<file path="src/rtl/d_array.sv">
// Five-stage serial D flip-flop chain used as a delay line and token shifter.
// Defining D_ARRAY_RING_EN closes the chain into a ring, so stage 5 feeds back into stage 1.
module d_array #(
  parameter logic [4:0] RESET_VAL = 5'b00000
) (
  input  logic clk,
  input  logic reset,
  input  logic start,
  output logic q1,
  output logic q2,
  output logic q3,
  output logic q4,
  output logic q5
);

  localparam int STAGES = 5;

  // Bit 0 of chain_p0 is stage 1 (q1) and bit STAGES-1 is the last stage (q5).
  logic [STAGES-1:0] chain_p0;
  logic              feed;

`ifdef D_ARRAY_RING_EN
  assign feed = start | chain_p0[STAGES-1];
`else
  assign feed = start;
`endif

  always_ff @(posedge clk) begin
    if (reset) begin
      chain_p0 <= RESET_VAL;
    end else begin
      chain_p0 <= {chain_p0[STAGES-2:0], feed};
    end
  end

  assign q1 = chain_p0[0];
  assign q2 = chain_p0[1];
  assign q3 = chain_p0[2];
  assign q4 = chain_p0[3];
  assign q5 = chain_p0[4];

endmodule

</file>
<file path="config.mk">
export PLATFORM = sky130hd
export DESIGN_NAME = d_array
export DESIGN_NICKNAME = d
export VERILOG_FILES = /design/src/rtl/d_array.sv
export SDC_FILE = /design/constraint.sdc
export NUM_CORES = 1
export LEC_CHECK = 0
export ABC_AREA = 1
export CORE_AREA = 8 8 45 47
export CTS_CLUSTER_DIAMETER = 30
export CTS_CLUSTER_SIZE = 10
export DETAILED_ROUTE_END_ITERATION = 8
export DIE_AREA = 0 0 53 55
export DONT_BUFFER_PORTS = 1
export PLACE_DENSITY_LB_ADDON = 0.12
export SYNTH_ARGS = -nofsm -noshare
export SYNTH_HDL_FRONTEND = slang
export SYNTH_SLANG_ARGS = --single-unit
</file>
<file path="constraint.sdc">
create_clock -name clk -period 0.8 [get_ports clk]
set_input_delay 0.16 -clock clk [delete_from_list [all_inputs] [get_ports clk]]
set_output_delay 0.16 -clock clk [all_outputs]
set_load 0.05 [all_outputs]
</file>
==> impl_metrics.yaml, run 1 <==
run_status:
  outcome: "complete, but fails checks"
  violations: "negative setup slack"
place:
  pre_cts_ws_ps: 165
  place.gp.congestion: 0.531
  io_buffers: 0
  postPlaceCellArea_um2: 263
  dp.final_hpwl_um: 252
sta:
  hold_viol: 0
  setup_violations: 5
  rsz0062_at_grt: "true"
  fin_ws_ps: -80.2
  maxSlewViolCount: 0
  final.setup_skew_ps: 2.55
  max_freq_mhz: 1140
  slew_headroom_pct: 87.2
  fin_crit_sh_pct: 110
  tightest_slew_ps: 191
  fin_crit_ps: 880
logic_synthesis:
  synthXorXnorAreaFrac_pct: 0
  synth_common_cells: "5 x dfxtp_1, 5 x inv_1, 5 x nor2_1"
  yosys.area.top_type: "dfxtp_1"
  ys_top_cells_by_area: "dfxtp_1 73%, inv_1 14%, nor2_1 14%"
  postSynthAreaPerCell_um2: 9.18
  syn_area_um2: 138
  synth_mux_area_share_pct: 0
  synth_ff_type: "dfxtp_1"
  synth_top_area_share_pct: 72.7
  synthAdderAreaFrac_pct: 0
  ys_warn_count: 0
  async_flop_share_pct: 0
  yosysSeqAreaShare_pct: 72.7
  ys_ff_latch: 5
  synth-simple-area-share_pct: 13.6
  synth_compound_area_share_pct: 0
  synth_top_family_by_area: "buffers and inverters"
  synth-edff-count: 0
  netlist_instances: 15
  synth_nets: 18
  synthDistinctLibCells: 3
detailed_routing:
  dr.pass1.iters: 2
  wirelength_um: 335
  antenna_violating_nets_post_route: 0
  drt-wirelength-per-cell_um: 8.17
  vias: 112
  viasPerCell: 2.73
  drcViolationCount: 0
  drtIter0Drc: 1
layout:
  multi_input_area_um2: 18.8
  nets: 29
  drive_above_1_share_pct: 52.0
  syn_to_final_growth_pct: 118
  diodes: 0
  top_register: "chain_p0"
  n_fill_cell: 148
  largest_reg_flops: 5
  reg_top3: "chain_p0 x5"
  register_area_um2: 106
  final_area_um2: 300
power_and_ir_drop:
  power_density_nw_per_um2: 2080
  power.leakage_nw: 0.126
  ir_worst_vdd_v: 0.000878
floorplan:
  die-height_um: 55
  initial_core_util_pct: 9.95
  rows: 14
  pin_count: 8
  coreArea_um2: 1380
  fp.dieW_um: 53
  die_area_um2: 2920
worst_hold_path:
  hp-class: "input pin to flip-flop"
global_route:
  grt_max_degree: 6
  antenna_found_initial: 0
  grt_pass1_wl_um: 552
  globalRouteTotalUtil_pct: 3.01
  overflow: 0
  first_global_vias: 128
cts:
  cts.sinks: 5
  clk-insertion-delay-late_ps: 240
  cts_buffers: 3
  cts_max_path_buffers: 2
  htree_levels: 1
  cts.clk_slew.worst_paths_ps: 40
  clock-root-buffer: "clkbuf_4"
  cts_tree: "done"
  post_cts_buffers: 0
setup_path:
  end_kind: "output port"
  crit_required_ps: 640
  regToRegSetupSlack_ps: 270
  path_buf_inv: 1
  cp_slowest_cell: "dfxtp_2"
  critical_path.startpoint_type: "flip-flop"
  critical_path.max_fanout: 2
  critPathTopFamily: "flip-flops"
  worstPathCellList: "buf_12"
  crit_arrival_ps: 720
  critical-path-max-stage-delay_ps: 340
  crit_type: "flip-flop to output port"
flow_run:
  maxCapViolCount: 0
[placed cells by master (no fill, tap or decap)]
| cell type | n |
|---|---|
| dlygate4sd3_1 | 1 |
| clkbuf_4 | 3 |
| nor2_1 | 5 |
| inv_1 | 5 |
| clkbuf_1 | 1 |
| buf_12 | 5 |
| dfxtp_2 | 5 |
[layer usage]
metal | vias to the layer above | track usage (%) | wire [um]
met2 | 8 | 2.54 | 109
met1 | 44 | 2.75 | 149
met3 | 0 | 4.81 | 75
li1 | 60 | - | -
met5 | - | 0 | 0
met4 | 0 | 2.59 | 0
[per-stage QoR]
stage / TNS [ps] / std cells / power [W] / utilization, % / hold slack, ps
floorplan: 0 / 15 / 0.000298 / - / 224
finish: -365 / 41 / 0.000623 / 21.7 / 33.3
global route: -519 / 41 / 0.000658 / 21.7 / 22.9
global placement: 0 / 36 / 0.000334 / 19.0 / 227
CTS: -424 / 41 / 0.000637 / 21.7 / 29.4
detailed placement: 0 / 36 / 0.000334 / 19.0 / 227
[timing repair]
action,4_1_cts,5_1_grt
gates resized for setup,1,0
setup endpoints to repair,5,5
hold buffers,1,0
hold endpoints to repair,5,0
[final timing paths]
check	from	endpoint	cells after the start
min	start	chain_p0[0]	2
max reg2reg	chain_p0[2]	chain_p0[3]	2
min reg2reg	chain_p0[1]	chain_p0[2]	2
max	chain_p0[1]	q2	1
[cell type report]
class / count / area share (%)
repair buffers: 6 / 36.7
flip-flops and latches: 5 / 35.4
clock buffers: 4 / 8.75
well taps: 16 / 6.67
multi-input cells: 5 / 6.25
inverters: 5 / 6.25
[power by group]
part           switching [W]  leakage [nW]  internal (W)
logic              0.0000367        0.0678     0.0000333
clock network      0.0000986        0.0150      0.000188
registers         0.00000735        0.0430      0.000259
total               0.000143         0.126      0.000481
[logic make-up after synthesis]
family	Yosys count
buf+inv	5
simple gates	5
flops	5
No activity file was read; power rests on OpenSTA's default activity.
==> run 2: changes to the inputs <==
--- a/config.mk
+++ b/config.mk
@@ -12,7 +12,8 @@
 export DETAILED_ROUTE_END_ITERATION = 8
 export DIE_AREA = 0 0 53 55
 export DONT_BUFFER_PORTS = 1
-export PLACE_DENSITY_LB_ADDON = 0.12
+export GPL_ROUTABILITY_DRIVEN = 0
+export PLACE_DENSITY = 0.3
 export SYNTH_ARGS = -nofsm -noshare
 export SYNTH_HDL_FRONTEND = slang
 export SYNTH_SLANG_ARGS = --single-unit
==> impl_metrics.yaml, run 2 (synthesis gave the netlist of run 1 again) <==
run_status:
  outcome: "complete, but fails checks"
  violations: "negative setup slack"
layout:
  final_cell_mix: "5 x inv_1, 5 x nor2_1, 5 x dfxtp_2, 5 x buf_12, 3 x clkbuf_4"
  stdcell_count: 41
  largest_reg_flops: 5
  reg_top3: "chain_p0 x5"
  n_fill_cell: 147
  final_core_util_pct: 21.7
  nets: 29
  diodes: 0
  syn_to_final_growth_pct: 118
  top_register: "chain_p0"
  drive_above_1_share_pct: 52.0
detailed_routing:
  wirelength_um: 332
  drtIter0Drc: 4
  antenna_violating_nets_post_route: 0
  drcViolationCount: 0
  vias: 118
  viasPerCell: 2.88
  drt-wirelength-per-cell_um: 8.10
  dr.pass1.iters: 3
cts:
  cts_tree: "done"
  cts.clk_slew.worst_paths_ps: 40
  htree_levels: 1
  cts_max_path_buffers: 2
  clock-root-buffer: "clkbuf_4"
  clk-insertion-delay-late_ps: 240
  cts.sinks: 5
  cts_buffers: 3
global_route:
  globalRouteTotalUtil_pct: 2.95
  gr-usage-met1_pct: 1.98
  overflow: 0
  first_global_vias: 124
  grt_pass1_wl_um: 538
  use_met3_pct: 5.08
  grt_max_degree: 6
  antenna_found_initial: 0
  gr-usage-met2_pct: 3.71
  top_usage_layer: "met3"
setup_path:
  ff2ff_path_depth: 2
  cp_slowest_cell: "dfxtp_2"
  critPathTopFamily: "flip-flops"
  crit_required_ps: 640
  end_kind: "output port"
  cp.depth: 1
  critical_path.startpoint_type: "flip-flop"
  path_buf_inv: 1
  crit_type: "flip-flop to output port"
  critical_path.max_fanout: 2
  critical-path-max-stage-delay_ps: 350
  worstPathCellList: "buf_12"
  crit_arrival_ps: 720
  regToRegSetupSlack_ps: 250
sta:
  tightest_slew_ps: 178
  fin_crit_ps: 882
  max_freq_mhz: 1130
  fin_crit_sh_pct: 110
  slew_headroom_pct: 88.1
  final.setup_skew_ps: 1.67
  rsz0062_at_grt: "true"
  maxSlewViolCount: 0
  hold_viol: 0
  setup_violations: 5
  whs_ps: 18.8
  fin_ws_ps: -82.1
power_and_ir_drop:
  power.leakage_nw: 0.126
  ir_worst_vdd_v: 0.000890
  power_density_nw_per_um2: 2070
floorplan:
  fp.dieW_um: 53
  die_area_um2: 2920
  initial_core_util_pct: 9.95
  die-height_um: 55
  pin_count: 8
  coreArea_um2: 1380
  rows: 14
flow_run:
  maxCapViolCount: 0
place:
  io_buffers: 0
  dp.final_hpwl_um: 266
  dp_cells: 36
worst_hold_path:
  hp-class: "input pin to flip-flop"
  hold_path_depth: 2
==> run 2: cell counts in the layout (fill, tap and decap cells not counted) <==
Identical to the previous run, type by type.
==> run 2: layout make-up <==
| class | instances | area [um^2] | share of cell area [%] |
|---|---|---|---|
| timing repair buffer | 6 | 110 | 36.7 |
| sequential | 5 | 106 | 35.4 |
| clock buffer | 4 | 26.3 | 8.75 |
| tap | 16 | 20.0 | 6.67 |
| multi-input combinational | 5 | 18.8 | 6.25 |
| inverter | 5 | 18.8 | 6.25 |
==> run 2: worst register-to-register path, stage by stage, from the launching register on <==
cell,delay (ps)
dfxtp_2,340
inv_1,40
nor2_1,90
==> run 2: worst paths after layout <==
check,from,end
setup / recovery,chain_p0[2],q3
hold / removal,start,chain_p0[0]
setup reg to reg,chain_p0[3],chain_p0[4]
hold reg to reg,chain_p0[1],chain_p0[2]
==> run 2: power by group <==
group | internal (W) | switching (W) | leakage [nW]
combinational | 0.0000333 | 0.0000359 | 0.0678
clock | 0.000188 | 0.0000982 | 0.0150
sequential | 0.000259 | 0.00000740 | 0.0430
==> run 2: what timing repair did <==
action                                  CTS  global route
gates resized for setup                   1             0
endpoints found under the setup margin    5             5
setup buffers                             0             0
cloned                                    0             0
hold buffers                              1             0
hold endpoints to repair                  5             0
==> run 2: through the flow <==
step	setup slack (ps)	power (W)	setup TNS (ps)	cell area [um^2]
6_report	-82.1	0.000622	-377	300
5_1_grt	-113	0.000661	-501	300
4_1_cts	-90.7	0.000633	-421	300
3_5_place_dp	161	0.000335	0	263
3_3_place_gp	157	0.000334	0	263
2_1_floorplan	52.7	0.000298	0	143
==> run 2: per-layer routing <==
layer,vias up,wire length (um)
met5,-,0
met4,0,0
met3,0,83
met2,9,130
met1,50,118
li1,59,-
